==> config.mk <==
export PLATFORM = sky130hd
export DESIGN_NAME = interlock_card
export DESIGN_NICKNAME = d
export VERILOG_FILES = /design/src/rtl/interlock_card.sv
export SDC_FILE = /design/constraint.sdc
export NUM_CORES = 1
export LEC_CHECK = 0
export ABC_AREA = 1
export CAP_MARGIN = 10
export CORE_MARGIN = 10
export CORE_UTILIZATION = 40
export DETAILED_ROUTE_END_ITERATION = 10
export PLACE_DENSITY = 0.65
export SYNTH_ARGS = -nofsm -noshare
export SYNTH_HDL_FRONTEND = slang
export SYNTH_SLANG_ARGS = --single-unit
==> constraint.sdc <==
create_clock -name clk -period 2.1 [get_ports clk]
set_input_delay 0.21 -clock clk [delete_from_list [all_inputs] [get_ports clk]]
set_output_delay 0.21 -clock clk [all_outputs]
set_load 0.02 [all_outputs]
==> src/rtl/interlock_card.sv <==
// Safety interlock card: synchronised and filtered alarm inputs, sticky alarm
// latches with first-fault capture, and an IDLE/ARMING/READY/TRIP supply FSM.
module interlock_card #(
  parameter int N_ALARM     = 8,
  parameter int FILT_LEN    = 4,
  parameter int HOLD_CYCLES = 128,
  parameter int IW          = $clog2(N_ALARM)
) (
  input  logic               clk,
  input  logic               reset,
  input  logic [N_ALARM-1:0] alarm_in,
  input  logic               ps_req,
  input  logic               permit_in,
  input  logic               ack,
  output logic               o_not_alarm,
  output logic               o_not_on_perm,
  output logic               o_ready,
  output logic               o_trip,
  output logic [N_ALARM-1:0] o_latched,
  output logic [IW-1:0]      o_first_idx,
  output logic               o_first_vld,
  output logic [7:0]         o_trip_cnt
);

  localparam int CW = 8;
  localparam int HW = 16;

  typedef enum logic [1:0] {IDLE, ARMING, READY, TRIP} state_t;

  logic [N_ALARM-1:0] alarm_meta, alarm_sync;
  logic               ps_meta, ps_sync, permit_meta, permit_sync;

  // NOTE: every clocked register uses non-blocking (<=) so all flops sample
  // the pre-edge values; blocking here would collapse the two sync stages.
  always_ff @(posedge clk or negedge reset) begin
    if (!reset) begin
      alarm_meta  <= '0;
      alarm_sync  <= '0;
      ps_meta     <= 1'b0;
      ps_sync     <= 1'b0;
      permit_meta <= 1'b0;
      permit_sync <= 1'b0;
    end else begin
      alarm_meta  <= alarm_in;
      alarm_sync  <= alarm_meta;
      ps_meta     <= ps_req;
      ps_sync     <= ps_meta;
      permit_meta <= permit_in;
      permit_sync <= permit_meta;
    end
  end

  logic [N_ALARM-1:0] filt;

  for (genvar g = 0; g < N_ALARM; g++) begin : g_filt
    logic [CW-1:0] cnt;
    logic          bit_q;

    // NOTE: the per-bit counters form a register array that is still cleared
    // on reset, since a stale count would shorten the first filter window.
    always_ff @(posedge clk or negedge reset) begin
      if (!reset) begin
        cnt   <= '0;
        bit_q <= 1'b0;
      end else if (alarm_sync[g] != bit_q) begin
        if (cnt == CW'(FILT_LEN - 1)) begin
          bit_q <= alarm_sync[g];
          cnt   <= '0;
        end else begin
          cnt <= cnt + 1'b1;
        end
      end else begin
        cnt <= '0;
      end
    end

    assign filt[g] = bit_q;
  end

  logic [N_ALARM-1:0] latched_next;
  logic [IW-1:0]      low_idx;

  // NOTE: low_idx gets its default before the loop so no latch is inferred.
  always_comb begin
    low_idx = '0;
    for (int i = N_ALARM - 1; i >= 0; i--) begin
      if (filt[i]) low_idx = IW'(i);
    end
  end

  // Ack keeps exactly the bits whose alarm is still present.
  assign latched_next = ack ? filt : (o_latched | filt);

  always_ff @(posedge clk or negedge reset) begin
    if (!reset) begin
      o_not_alarm <= 1'b1;
      o_latched   <= '0;
      o_first_idx <= '0;
      o_first_vld <= 1'b0;
    end else begin
      o_not_alarm <= ~|filt;
      o_latched   <= latched_next;
      if (o_latched == '0 && filt != '0) begin
        o_first_idx <= low_idx;
        o_first_vld <= 1'b1;
      end else if (ack && latched_next == '0) begin
        o_first_idx <= '0;
        o_first_vld <= 1'b0;
      end
    end
  end

  state_t        state, state_next;
  logic [HW-1:0] hold, hold_next;

  always_comb begin
    state_next = state;
    hold_next  = hold;
    unique case (state)
      IDLE: begin
        if (ps_sync && o_not_alarm && o_latched == '0) begin
          state_next = ARMING;
          hold_next  = '0;
        end
      end
      ARMING: begin
        if (!o_not_alarm)                       state_next = TRIP;
        else if (!ps_sync)                      state_next = IDLE;
        else if (hold == HW'(HOLD_CYCLES - 1))  state_next = READY;
        else                                    hold_next  = hold + 1'b1;
      end
      READY: begin
        if (!o_not_alarm)  state_next = TRIP;
        else if (!ps_sync) state_next = IDLE;
      end
      TRIP: begin
        if (ack && !ps_sync && filt == '0) state_next = IDLE;
      end
      default: state_next = IDLE;
    endcase
  end

  always_ff @(posedge clk or negedge reset) begin
    if (!reset) begin
      state      <= IDLE;
      hold       <= '0;
      o_trip_cnt <= '0;
    end else begin
      state <= state_next;
      hold  <= hold_next;
      if (state_next == TRIP && state != TRIP && o_trip_cnt != 8'hFF)
        o_trip_cnt <= o_trip_cnt + 1'b1;
    end
  end

  assign o_not_on_perm = ~(o_not_alarm & permit_sync);
  assign o_ready       = (state == READY);
  assign o_trip        = (state == TRIP);

endmodule

Yosys cells after proc, flatten, opt, wreduce, memory -nomap -nowiden:

Cells that the tools add are included.
W data, S select, Z words.

* register bits after elaboration: 131
* bits in latches: 0
* RAM bits: 0
* bits in read-only memories: 0
* output and inout port bits: 24
* word-level logic and storage cells: 138
* memories kept: 0

* add/sub/neg operators: 10
* $mul: 0
* divide/modulo/power cells: 0
* $lt $le $gt $ge: 0
* equality and inequality tests: 27
* shift operators: 0
* muxes and demuxes: 42
* bitwise logic cells: 3
* reduce and logical (&&, ||, !) cells: 27

Operators with widths (count)
* $mux W8: 17
* $add A8 B1 Y8 const B: 9
* $eq A8 B2 Y1 const B: 8
* $mux W16: 4
* $pmux W16 S2: 1
* $mux W3: 10
* $logic_not A8 Y1: 3
* $add A16 B1 Y16 const B: 1
* $eq A16 B7 Y1 const B: 1
* $reduce_and A2 Y1: 8
* $mux W2: 7
* $ne A2 B2 Y1 const B: 5
* $logic_and A1 B1 Y1: 8
* $ne A1 B1 Y1: 8
* $ne A8 B8 Y1 const B: 1
* $or A8 B8 Y8: 1
* $pmux W2 S4: 1
* $reduce_bool A8 Y1: 1
* $reduce_or A8 Y1: 1
* $eq A2 B2 Y1 const B: 3
* $reduce_and A5 Y1: 1
* $reduce_bool A2 Y1: 2
* $eq A2 B1 Y1 const B: 1
* $logic_not A1 Y1: 2
* 4 further kinds: 5

Longest topological paths before layout:

* word-level depth: 9
* mapped depth: 12
* depth with buffers taken out: 12

Least setup slack after synthesis:

Ideal clock, no wire load.

* path type: register to register
* from: register hold[0]
* to: register o_trip_cnt[5]
* arrival time: 1.525 ns
* required time: 1.982 ns
* slack: 0.457 ns
* cell stages (with the launch flop): 11
* clock period less this slack: 1.643 ns
* cell sequence: dfrtp_1 -> ha_1 -> nand3_2 -> nor2_2 -> nand2_2 -> nand2_2 -> nand2_2 -> a21oi_4 -> nand2_4 -> nand2_1 -> nand2_1

* longest elaborated chain between the ends: 8

RTL lines
* start, declared: line 114 `logic [HW-1:0] hold, hold_next;`
* start signal, assigned: line 150 `hold <= hold_next;`
* $eq A16 B7 Y1: line 129 `else if (hold == HW'(HOLD_CYCLES - 1)) state_next = READY;`
* $mux W2: line 129
* $mux W2: line 128 `else if (!ps_sync) state_next = IDLE;`
* $mux W2: line 127 `if (!o_not_alarm) state_next = TRIP;`
* $pmux W2 S4: line 119 `unique case (state)`
* $eq A2 B2 Y1: line 151 `if (state_next == TRIP && state != TRIP && o_trip_cnt != 8'hFF)`
* $logic_and A1 B1 Y1 (2 in a row): line 151
* end signal, assigned: line 152 `o_trip_cnt <= o_trip_cnt + 1'b1;`
* end, declared: line 22 `output logic [7:0] o_trip_cnt`

No other way between the ends.
A chain may end at the register's enable or synchronous reset.

Worst setup path after layout:

* from: register state[0]
* to: output port o_trip

* longest elaborated chain between the ends: 1

RTL lines
* start, declared: line 113 `state_t state, state_next;`
* start signal, assigned: line 149 `state <= state_next;`
* $eq A2 B2 Y1: line 158 `assign o_trip = (state == TRIP);`
* end, declared: line 18 `output logic o_trip,`

No other way between the ends.

==> reports/summary.txt <==
RR Startpoint: o_latched[7]$_DFF_PN0_
Die height: 143 um
Final Wtd Congestion: 0.927
Area Overhead vs Synth: 21.6%
Crit Path Class: reg -> out
Footprint of the multi-input gates: 2410 um^2
GRT overflow: 0
Drt first pass iters: 7
Max Clk Rate: 0.515 GHz
Die width: 143 um
Post-synth top flop: dfrtp_1
Max H-tree Level: 4
CTS tree: built
CP Capture Type: primary output
Critical path fanouts, max: 4
CTS clk-pin slew, worst paths: 0.06 ns
Clk_lat worst skew: 0.42 ns
Detail Placement HPWL: 9.42 mm
Vias per inst: 5.14
Req. time, crit path: 1.89 ns
Layout cell share with drive strength beyond 1: 9.01%
Post-route ant nets: 0
Compound-cell area share of the yosys netlist: 6.36%
XOR/XNOR Fraction of Synth Area: 5.34%
Largest family of logic cells by synthesized area: simple AND/OR/NAND/NOR gates
Slew at the pin closest to its max-slew limit: 0.679 ns
Diode count: 0
Unique masters post-synth: 31
DR WL/cell: 13.8 um
CTS resizes: 0
RSZ-0062 raised after global routing: no
Storage element area: 3280 um^2
Met3 capacity usage during global routing: 4.78%
Minimum clock period: 1.94 ns
Syn Area/Cell: 8.75 um^2
Clk sinks: 131
Fin crit share: 92.6%
Worst-case vdd ir drop: 798 uV
Hold path startpoint: alarm_in[6]
R2R setup slack: 0.32 ns
Vias in the first global route: 4851
Gr busiest metal: met2
Post-Synth Adder-Cell Area: 2.06%
Final Hold Viols: 0
P_leak: 3.40 nW
Simple-Gate Fraction of Synth Area: 26.0%
Reg2Reg Depth: 9
Worst Setup Slack, final: 0.156 ns
Status: complete, no violations
Sequential fraction of the synthesis area: 54.1%
Synthesized area: 6060 um^2
Post-Layout Cell Count: 950
Hold depth: 1
Cells after Synth: 693
Fin nets: 777
Buffer depth of the longest clock path: 2
Post-synth EDFFs: 0
Initial antenna violation count: 0
Rows: 44
Filler cell count: 1314
Power per cell area: 1220 nW/um^2
Setup TNS: 0 ns
DR vias: 4881
Core area: 14700 um^2
DRT Wirelength: 13.1 mm
Post-Syn Nets: 716
Synthesized flop and latch total: 131
Die area: 20500 um^2
Max Clock Skew: 0.00750 ns
Post-synthesis mux area share: 0%
Final core area utilization: 50.2%
Post-synth ARST share: 100%
Rel. slew slack: 54.7%
RR Endpoint: hold[3]$_DFFE_PN0P_
GR Layer Usage met2: 22.3%
Worst EP arrival: 1.73 ns
Endpoint, Worst Hold: alarm_meta[6]$_DFF_PN0_
Inserted Clock Buffers: 17
Clock root cell: clkbuf_16
Initial Util: 41.2%
GR met1 Demand/Resource: 16.5%
Slew Limit Fails: 0
CP cell instances: nand2_1, inv_1, clkdlybuf4s50_1
First-pass GRT wire length: 22.6 mm
CP max stage delay: 0.65 ns
DRC viols: 0
Max Cap Violations: 0
IO Pins: 37
Port bufs: 36
Pre-CTS WS: 0.278 ns
Maximum number of pins on one net before global-route repair: 50
Placed insts: 918
Final setup viols: 0
Worst path slowest cell: clkdlybuf4s50_1
YS warnings: 0
Gr usage total: 13.6%
Hold WC Path Type: in -> reg
1st-iter DRT viols: 408
Startpoint Class: flip-flop
[registers in the layout, indices dropped and copies added (netlist names), 2 cells and up]
register,flops
state,2
g_filt.bit_q,8
o_first_idx,3
alarm_meta,8
hold,16
o_trip_cnt,8
alarm_sync,8
g_filt.cnt,64
o_latched,8
[cells in the mapped netlist, types with 2 or more instances]
library cell	count	area [um^2]
buf_2	3	15.0
a21oi_4	2	32.5
nor3_1	26	130
a31oi_1	7	43.8
nand2_2	6	37.5
nand4_1	13	81.3
inv_2	2	7.51
o21ai_0	32	160
inv_1	93	349
dfrtp_1	130	3250
nor2_2	4	25.0
nand3_1	58	290
and3_1	8	50.1
nand2_1	120	450
xor2_1	19	166
nor4_1	12	75.1
or2_2	8	50.1
xnor2_1	18	158
ha_1	10	125
nor2_1	90	338
a21oi_1	22	110
[cells by family (layout without fill, tap and decap cells)]
group                      after synthesis  count (layout)
AOI/OAI and AO/OA                       68              68
DFF                                    131             131
adders and majority gates               10              10
buffers and inverters                   98             171
xor gates and xnor gates                37              37
and+or+nand+nor                        349             349
[power by group]
group          internal (W)  switching, W  total [W]
Sequential          0.00298      0.000445    0.00342
Combinational      0.000923       0.00145    0.00237
Clock               0.00208       0.00110    0.00318
[metrics by stage]
step | cell area (um^2) | hold WS (ns) | total power, W
after floorplan | 6060 | -0.0856 | 0.00488
after global placement | 6720 | 0.285 | 0.00574
after detailed placement | 6720 | 0.294 | 0.00582
after CTS | 7370 | 0.209 | 0.00906
after global routing | 7370 | 0.212 | 0.00951
final | 7370 | 0.226 | 0.00897
[worst max-delay path: cells and delay by family (launching register included)]
kind | cells | cell delay, ns
flops | 1 | 0.39
buf+inv | 2 | 0.83
simple gates | 1 | 0.09
[worst max path at each step]
stage,start,slack [ns],to
finish,state[0]$_DFF_PN0_,0.16,o_trip
global route,state[0]$_DFF_PN0_,0.08,o_trip
CTS,state[0]$_DFF_PN0_,0.14,o_trip
detailed placement,ack,0.28,o_trip_cnt[4]$_DFFE_PN0P_
global placement,ack,0.34,o_trip_cnt[5]$_DFFE_PN0P_
floorplan,hold[0]$_DFFE_PN0P_,0.46,o_trip_cnt[5]$_DFFE_PN0P_
[per-layer routing]
metal	wire, um	part of all wire (%)
met1	5830	44
met2	6480	49
met3	673	5.1
met4	129	0.98
met5	0	0
[cell usage in the layout, fill, tap and decap left out, drive strengths merged]
cell / instances
xnor2: 18
o31ai: 1
nand3: 60
dlygate4sd3: 1
and3: 8
a21oi: 25
xor2: 19
a31oi: 7
clkbuf: 20
o31a: 1
bufinv: 4
inv: 96
a31o: 1
clkdlybuf4s50: 35
nand2: 127
nor4: 12
ha: 10
buf: 9
dfrtp: 130
clkinv: 4
nand4: 13
nor2: 95
o21ai: 33
clkinvlp: 2
or2: 8
nor3: 26
dfstp: 1
[cell type report]
| class | count | share of cell area (%) |
|---|---|---|
| inverters | 95 | 4.84 |
| multi-input cells | 464 | 32.7 |
| well taps | 184 | 3.12 |
| repair buffers | 45 | 6.14 |
| clock inverters | 11 | 2.38 |
| clock buffers | 20 | 6.33 |
| flip-flops and latches | 131 | 44.5 |
[timing repair]
action / 4_1_cts / 5_1_grt
endpoints found under the hold margin: 45 / 0
buffers inserted: 0 / 0
hold buffers: 1 / 0
Power figures use the tool's default switching activity.
